==> config.mk <==
export PLATFORM = sky130hd
export DESIGN_NAME = pipeline_hazard_ctrl
export DESIGN_NICKNAME = d
export VERILOG_FILES = /design/src/rtl/pipeline_hazard_ctrl.sv
export SDC_FILE = /design/constraint.sdc
export NUM_CORES = 1
export LEC_CHECK = 0
export CORE_UTILIZATION = 38
export DETAILED_ROUTE_END_ITERATION = 6
export GPL_TIMING_DRIVEN = 0
export PLACE_DENSITY = 0.77
export SLEW_MARGIN = 20
export SYNTH_ARGS = -nofsm -noshare
export SYNTH_HDL_FRONTEND = slang
export SYNTH_SLANG_ARGS = --single-unit
==> constraint.sdc <==
create_clock -name clk -period 1.5 [get_ports clk]
set_input_delay 0.15 -clock clk [delete_from_list [all_inputs] [get_ports clk]]
set_output_delay 0.15 -clock clk [all_outputs]
set_load 0.05 [all_outputs]
==> src/rtl/pipeline_hazard_ctrl.sv <==
// Stall/flush sequencer for the 5-stage pipeline: load-use bubbles, branch flushes, memory-wait freeze.
// Optional performance counters are enabled with `define HAZ_PERF_CNT_EN.
//
// state | meaning
// RUN   | normal issue; load-use bubbles and branch redirects handled here
// FLUSH | IF/ID and ID/EX load NOPs while the redirected fetch arrives (fcnt cycles)
// HOLD  | data memory busy; everything frozen, pre-freeze state kept in saved_q
module pipeline_hazard_ctrl #(
  parameter int unsigned FLUSH_DEPTH = 1
`ifdef HAZ_PERF_CNT_EN
  , parameter int unsigned CNT_W = 32
`endif
) (
  input  logic             clk,
  input  logic             reset,
  input  logic [4:0]       id_rs1,
  input  logic [4:0]       id_rs2,
  input  logic             id_uses_rs2,
  input  logic             ex_mem_read,
  input  logic [4:0]       ex_rd,
  input  logic             ex_branch_taken,
  input  logic             mem_busy,
  output logic             pc_we,
  output logic             if_id_we,
  output logic             if_id_flush,
  output logic             id_ex_we,
  output logic             id_ex_flush,
  output logic             ex_mem_we,
`ifdef HAZ_PERF_CNT_EN
  output logic [CNT_W-1:0] stall_cnt,
  output logic [CNT_W-1:0] flush_cnt,
  output logic [CNT_W-1:0] hold_cnt,
`endif
  output logic [1:0]       state_o
);

  typedef enum logic [1:0] {
    ST_RUN   = 2'd0,
    ST_FLUSH = 2'd1,
    ST_HOLD  = 2'd2
  } state_e;

  localparam logic [3:0] FLUSH_LD = 4'(FLUSH_DEPTH);

  state_e     state_q, state_d;
  state_e     saved_q, saved_d;
  logic [3:0] fcnt_q, fcnt_d;
  state_e     eff_state;
  logic       load_use;
  logic       stall_evt, redirect_evt;

  assign load_use = ex_mem_read && (ex_rd != 5'd0) &&
                    ((ex_rd == id_rs1) || (id_uses_rs2 && (ex_rd == id_rs2)));

  // Leaving HOLD behaves exactly as the state that was frozen.
  assign eff_state = (state_q == ST_HOLD) ? saved_q : state_q;

  always_comb begin
    state_d      = state_q;
    saved_d      = saved_q;
    fcnt_d       = fcnt_q;
    pc_we        = 1'b0;
    if_id_we     = 1'b0;
    if_id_flush  = 1'b0;
    id_ex_we     = 1'b0;
    id_ex_flush  = 1'b0;
    ex_mem_we    = 1'b0;
    stall_evt    = 1'b0;
    redirect_evt = 1'b0;

    if (reset) begin
      if_id_flush = 1'b1;
      id_ex_flush = 1'b1;
      state_d     = ST_RUN;
      saved_d     = ST_RUN;
      fcnt_d      = 4'd0;
    end else if (mem_busy) begin
      if (state_q != ST_HOLD) saved_d = state_q;
      state_d = ST_HOLD;
    end else begin
      case (eff_state)
        ST_FLUSH: begin
          pc_we       = 1'b1;
          if_id_we    = 1'b1;
          if_id_flush = 1'b1;
          id_ex_we    = 1'b1;
          id_ex_flush = 1'b1;
          ex_mem_we   = 1'b1;
          if (ex_branch_taken) begin
            redirect_evt = 1'b1;
            fcnt_d       = FLUSH_LD;
            state_d      = ST_FLUSH;
          end else begin
            fcnt_d  = fcnt_q - 4'd1;
            state_d = (fcnt_q <= 4'd1) ? ST_RUN : ST_FLUSH;
          end
        end
        default: begin
          state_d = ST_RUN;
          if (ex_branch_taken) begin
            redirect_evt = 1'b1;
            pc_we        = 1'b1;
            if_id_we     = 1'b1;
            if_id_flush  = 1'b1;
            id_ex_we     = 1'b1;
            id_ex_flush  = 1'b1;
            ex_mem_we    = 1'b1;
            if (FLUSH_DEPTH != 0) begin
              state_d = ST_FLUSH;
              fcnt_d  = FLUSH_LD;
            end
          end else if (load_use) begin
            stall_evt   = 1'b1;
            id_ex_we    = 1'b1;
            id_ex_flush = 1'b1;
            ex_mem_we   = 1'b1;
          end else begin
            pc_we     = 1'b1;
            if_id_we  = 1'b1;
            id_ex_we  = 1'b1;
            ex_mem_we = 1'b1;
          end
        end
      endcase
    end
  end

  always_ff @(posedge clk) begin
    if (reset) begin
      state_q <= ST_RUN;
      saved_q <= ST_RUN;
      fcnt_q  <= 4'd0;
    end else begin
      state_q <= state_d;
      saved_q <= saved_d;
      fcnt_q  <= fcnt_d;
    end
  end

  assign state_o = state_q;

`ifdef HAZ_PERF_CNT_EN
  logic [CNT_W-1:0] stall_q, stall_d;
  logic [CNT_W-1:0] flush_q, flush_d;
  logic [CNT_W-1:0] hold_q, hold_d;

  // Saturating event counters.
  always_comb begin
    stall_d = stall_q;
    flush_d = flush_q;
    hold_d  = hold_q;
    if (stall_evt && (stall_q != '1))                 stall_d = stall_q + 1'b1;
    if (redirect_evt && (flush_q != '1))              flush_d = flush_q + 1'b1;
    if ((state_q == ST_HOLD) && (hold_q != '1))       hold_d  = hold_q + 1'b1;
  end

  always_ff @(posedge clk) begin
    if (reset) begin
      stall_q <= '0;
      flush_q <= '0;
      hold_q  <= '0;
    end else begin
      stall_q <= stall_d;
      flush_q <= flush_d;
      hold_q  <= hold_d;
    end
  end

  assign stall_cnt = stall_q;
  assign flush_cnt = flush_q;
  assign hold_cnt  = hold_q;
`endif

endmodule
# Word-level counts from Yosys, hierarchy flattened
# Index checks and enable logic that the tools add are counted.
[totals] ff_bits=8 inputBits=21 elab_cells=46
[op_classes] n_reduce_logical=9 magnitude_cmp=1 bitwise_logic=1 muxes=25 n_eq_ne=5 add_sub_neg=1
[op_table] op="two-way mux 1 bit" count=19
[op_table] op="two-way mux 4 bit" count=3
[op_table] op="== test 5 bit" count=2
[op_table] op="two-way mux 2 bit" count=3
[op_table] op="nonzero test 5 bit" count=1
[op_table] op="less-or-equal comparator 4 x 1 -> 1 bit, second input constant" count=1
[op_table] op="AND reduction 2 bit" count=2
[op_table] op="subtractor 4 x 1 -> 4 bit, second input constant" count=1
[op_table] op="logical AND 1 bit" count=3
[op_table] op="== test 2 x 1 -> 1 bit, second input constant" count=1
[op_table] op="== test 2 bit, second input constant" count=1
[op_table] op="!= test 2 bit, second input constant" count=1
[op_table] op="nonzero test 2 bit" count=1
[op_table] op="OR reduction 2 bit" count=1
[op_table] op="logical OR 1 bit" count=1
[op_table] op="NOT 1 bit" count=1

# Logic depth before layout (Yosys ltp)
[depth] depth_word=9 ltp_mapped=5 mapped_depth_nobuf=5

# Worst setup path before layout
# No wires, ideal clock.
[synth_timing] path_type="register to output" from="register state_q[1], in the netlist state_o[1]" to="output port pc_we" path_slack_ns=-1.364 path_stages_with_launch=6 t_required_ns=1.350 path_buffers=1 arrival_time_ns=2.714 cell_sequence="dfxtp_1 -> and4bb_1 -> or2_2 -> nor3_1 -> a21boi_0 -> buf_4"
[synth_between] elab_chain_cells=6
[synth_lines] element="start, declared" line="45" source="state_e state_q, state_d;"
[synth_lines] element="start signal, assigned" line="134" source="state_q <= state_d;"
[synth_lines] element="== test 2 bit" line="56" source="assign eff_state = (state_q == ST_HOLD) ? saved_q : state_q;"
[synth_lines] element="two-way mux 2 bit (*)" line="56"
[synth_lines] element="== test 2 x 1 -> 1 bit (*)"
[synth_lines] element="two-way mux 1 bit (*) (3 in series)"
[synth_lines] element="end, declared" line="23" source="output logic pc_we,"
# Every way passes the cells marked *; elsewhere a longest branch is shown, timed or not.

# Worst setup path after layout
[layout_timing] from="register state_q[0], in the netlist state_o[0]" to="output port pc_we"
[layout_between] elab_chain_cells=6
[layout_lines] element="== test 2 bit" line="56"
[layout_lines] element="two-way mux 2 bit (*)" line="56"
[layout_lines] element="== test 2 x 1 -> 1 bit (*)"
[layout_lines] element="two-way mux 1 bit (*)" line="81" source="case (eff_state)"
[layout_lines] element="two-way mux 1 bit (*)" line="77" source="end else if (mem_busy) begin"
[layout_lines] element="two-way mux 1 bit (*)" line="71" source="if (reset) begin"
# Marked as above.

==> metrics.md <==
| Metric | Value |
|---|---|
| Area Growth Syn to Fin | 72.27% |
| Combinational power share | around two fifths |
| Critical Setup Path Class | reg2out |
| Post-Syn Area per Cell | 7.959 um^2 |
| Port bufs | 28 |
| Die width | 40.84 um |
| Total I/O pin count | 29 |
| Pre-antenna DRT Iters | 4 |
| Skew-Pair Late Insertion Delay | 260 ps |
| First-pass GRT wire length | around 2600 um |
| P_int | 432.0 uW |
| Most numerous cell in the Yosys netlist | xnor2_1 |
| Final critical-path required period | roughly 1700 ps |
| Routability cong. | 0.7632 |
| Overflow after GRT | 0 |
| Worst Path Required | around 1400 ps |
| Vias/cell | roughly 5.3 |
| Multi-input gate area | 462.9 um^2 |
| Post-DP HPWL | 1305 um |
| Total GRT Usage | roughly 24% |
| Hold WC Path Type | reg2reg |
| Post-synth top flop | dfxtp_1 |
| Top-area cell type share of the netlist area | between 20% and 30% |
| Clock slew at reported path FFs | 60 ps |
| DRC Markers | 0 |
| Final hold vios | 0 |
| # setup viols final | 4 |
| Register Area | around 170 um^2 |
| Clock Path Buffers | 2 |
| Post-Syn Nets | 95 |
| Max_cap viols | 0 |
| DRT antenna net count | 0 |
| Synth warn | 0 |
| CP Max Fanout | 5 |
| CTS tree | built |
| Initial antenna violation count | 0 |
| TritonCTS buffer count | 3 |
| Share of layout cells above drive strength 1 | 31.73% |
| Final Slew Violations | 0 |
| Pre-CTS WS | -1186 ps |
| Arr. time, crit path | 1590 ps |
| Number of global-route vias before repair | 567 |
| Worst setup SP type | register |
| Sequential share of power | 35.6% |
| Sequential cell area fraction in the yosys report | between 20 and 30% |
| Final wirelength | 1773 um |
| Core ar. | ~1400 um^2 |
| LEAKAGE | 0.3697 nW |
| Setup TNS | -866.8 ps |
| Post-Synthesis Cells | between 70 and 80 |
| Total vias in the final route | 631 |
| Post-Route Skew | 9.420 ps |
| Synth area leaders | dfxtp_1 28%, xnor2_1 15%, ha_1 4.4% |
| Clk network pwr share | about a quarter |
| Slew headroom | between 60% and 70% |
| Library cells used by synthesis | 24 |
| P_sw | 206.0 uW |
| Maximum vdd ir drop | 0.0005816 V |
| CTS root buffer | clkbuf_4 |
| Dominant cell type by area after synthesis | dfxtp_1 |
| RSZ-0062 raised after global routing | true |
| Row count | 13 |
| Largest net degree at the start of global routing | 11 |
| Switching share of power | 32.29% |
| Die H | 40.84 um |
| Die ar. | 1668 um^2 |
| Hold-fix buffers, CTS | 0 |
| Fillers | 114 |
| Post-synth EDFFs | 0 |
| Top post-synthesis cells by count | 10 x xnor2_1, 8 x dfxtp_1, 6 x nor2_1 |
| Mapped Area | ~570 um^2 |
| Worst-margin pin slew | 508.6 ps |
| Failing checks | negative setup slack |
| # diodes | 0 |
| Fin nets | 129 |
| Final worst path period share | 116.1% |
| FF-to-FF setup slack | approximately 20 ps |
| Post-synthesis register bit count | 8 |
| Worst setup EP type | output port |
| CTS sink cnt | 8 |
| Max Clk Rate | ~570 MHz |
| H-tree lvl count | 1 |
| Status | complete, but fails checks |
| DRT iter0 DRCs | 4 |
| Initial core utilization | between 40% and 50% |
| Post-synth ARST share | 0% |
| PD cells | 646.2 nW/um^2 |
| Wirelength per Cell | 14.90 um |
| Post-route setup slack | -241.5 ps |
-- final cells by class --
cell class,instances,area share [%]
Multi-Input combinational cell,58,46.89
Buffer,4,3.422
Tap cell,15,1.901
Sequential cell,8,16.98
Clock buffer,3,2.281
Timing Repair Buffer,29,27.76
Inverter,2,0.7605
-- state kept, by name (all words and copies together), names as in the netlist --
register  flops
saved_q       2
state_o       2
fcnt_q        4
-- worst max-delay path: stages, from the launching register on --
cell,delay [ps]
dfxtp_4,350
and4bb_4,250
or2_4,250
nor3_4,160
a21boi_4,80
buf_6,120
buf_8,140
-- metrics by stage --
step	cell area (um^2)	hold slack (ps)	util (%)	power (mW)	cells
final	987.2	527.0	73.12	0.6379	119
after global routing	987.2	538.6	73.12	0.6770	119
after CTS	959.7	510.4	71.08	0.6331	119
after detailed placement	922.1	501.3	68.30	0.4641	115
after global placement	922.1	481.9	68.30	0.4584	115
after floorplan	623.1	315.3	-	0.3615	72
-- power groups by stage --
| stage | clock network (mW) | logic (mW) | registers [mW] |
|---|---|---|---|
| final | 0.162 | 0.248 | 0.227 |
| after global routing | 0.184 | 0.266 | 0.228 |
| after CTS | 0.168 | 0.240 | 0.226 |
| after detailed placement | 0 | 0.234 | 0.230 |
| after global placement | 0 | 0.229 | 0.230 |
| after floorplan | 0 | 0.124 | 0.238 |
-- metal layers --
layer  track usage, %  wire, um  vias to the layer above
met3            10.33        63                        0
met1            26.14       757                      296
met5                0         0                        -
met4                0         0                        0
li1                 -         -                      323
met2            44.92       953                       12
-- what timing repair did --
action | in CTS | in global routing
pin swaps | 6 | 5
setup endpoints to repair | 8 | 6
buffers inserted | 1 | 0
gates resized for setup | 63 | 8
-- cells by family (layout without fill, tap and decap cells) --
family	after synthesis	after routing	share of synthesized area, %
AO/OA/AOI/OAI	16	16	17.03
XOR/XNOR	10	10	15.28
adder cells (fa/ha/maj)	2	2	4.366
buffers and inverters	6	38	5.895
flip-flops	8	8	27.95
AND/OR/NAND/NOR	30	30	29.47
-- path summary, 6_finish.rpt --
check | end | startpoint | depth (start not counted)
worst max-delay path | pc_we | state_o[0] | 6
worst min register to register | fcnt_q[3] | fcnt_q[3] | 2
worst min-delay path | fcnt_q[3] | fcnt_q[3] | 2
worst max register to register | fcnt_q[3] | state_o[0] | 4
-- layout by cell type, fill, tap and decap left out, drive strengths merged, types with 2 or more instances in the layout --
master	Yosys	routed
clkdlybuf4s50	0	14
buf	3	12
xnor2	10	10
dfxtp	8	8
nor2	6	6
o21ai	5	5
clkbuf	1	5
nor3	5	5
nand2	4	4
a21oi	4	4
nor2b	4	4
nand3b	3	3
a31oi	3	3
dlygate4sd2	0	3
or4	3	3
inv	2	2
or2	2	2
ha	2	2
Power figures use the tool's default switching activity.
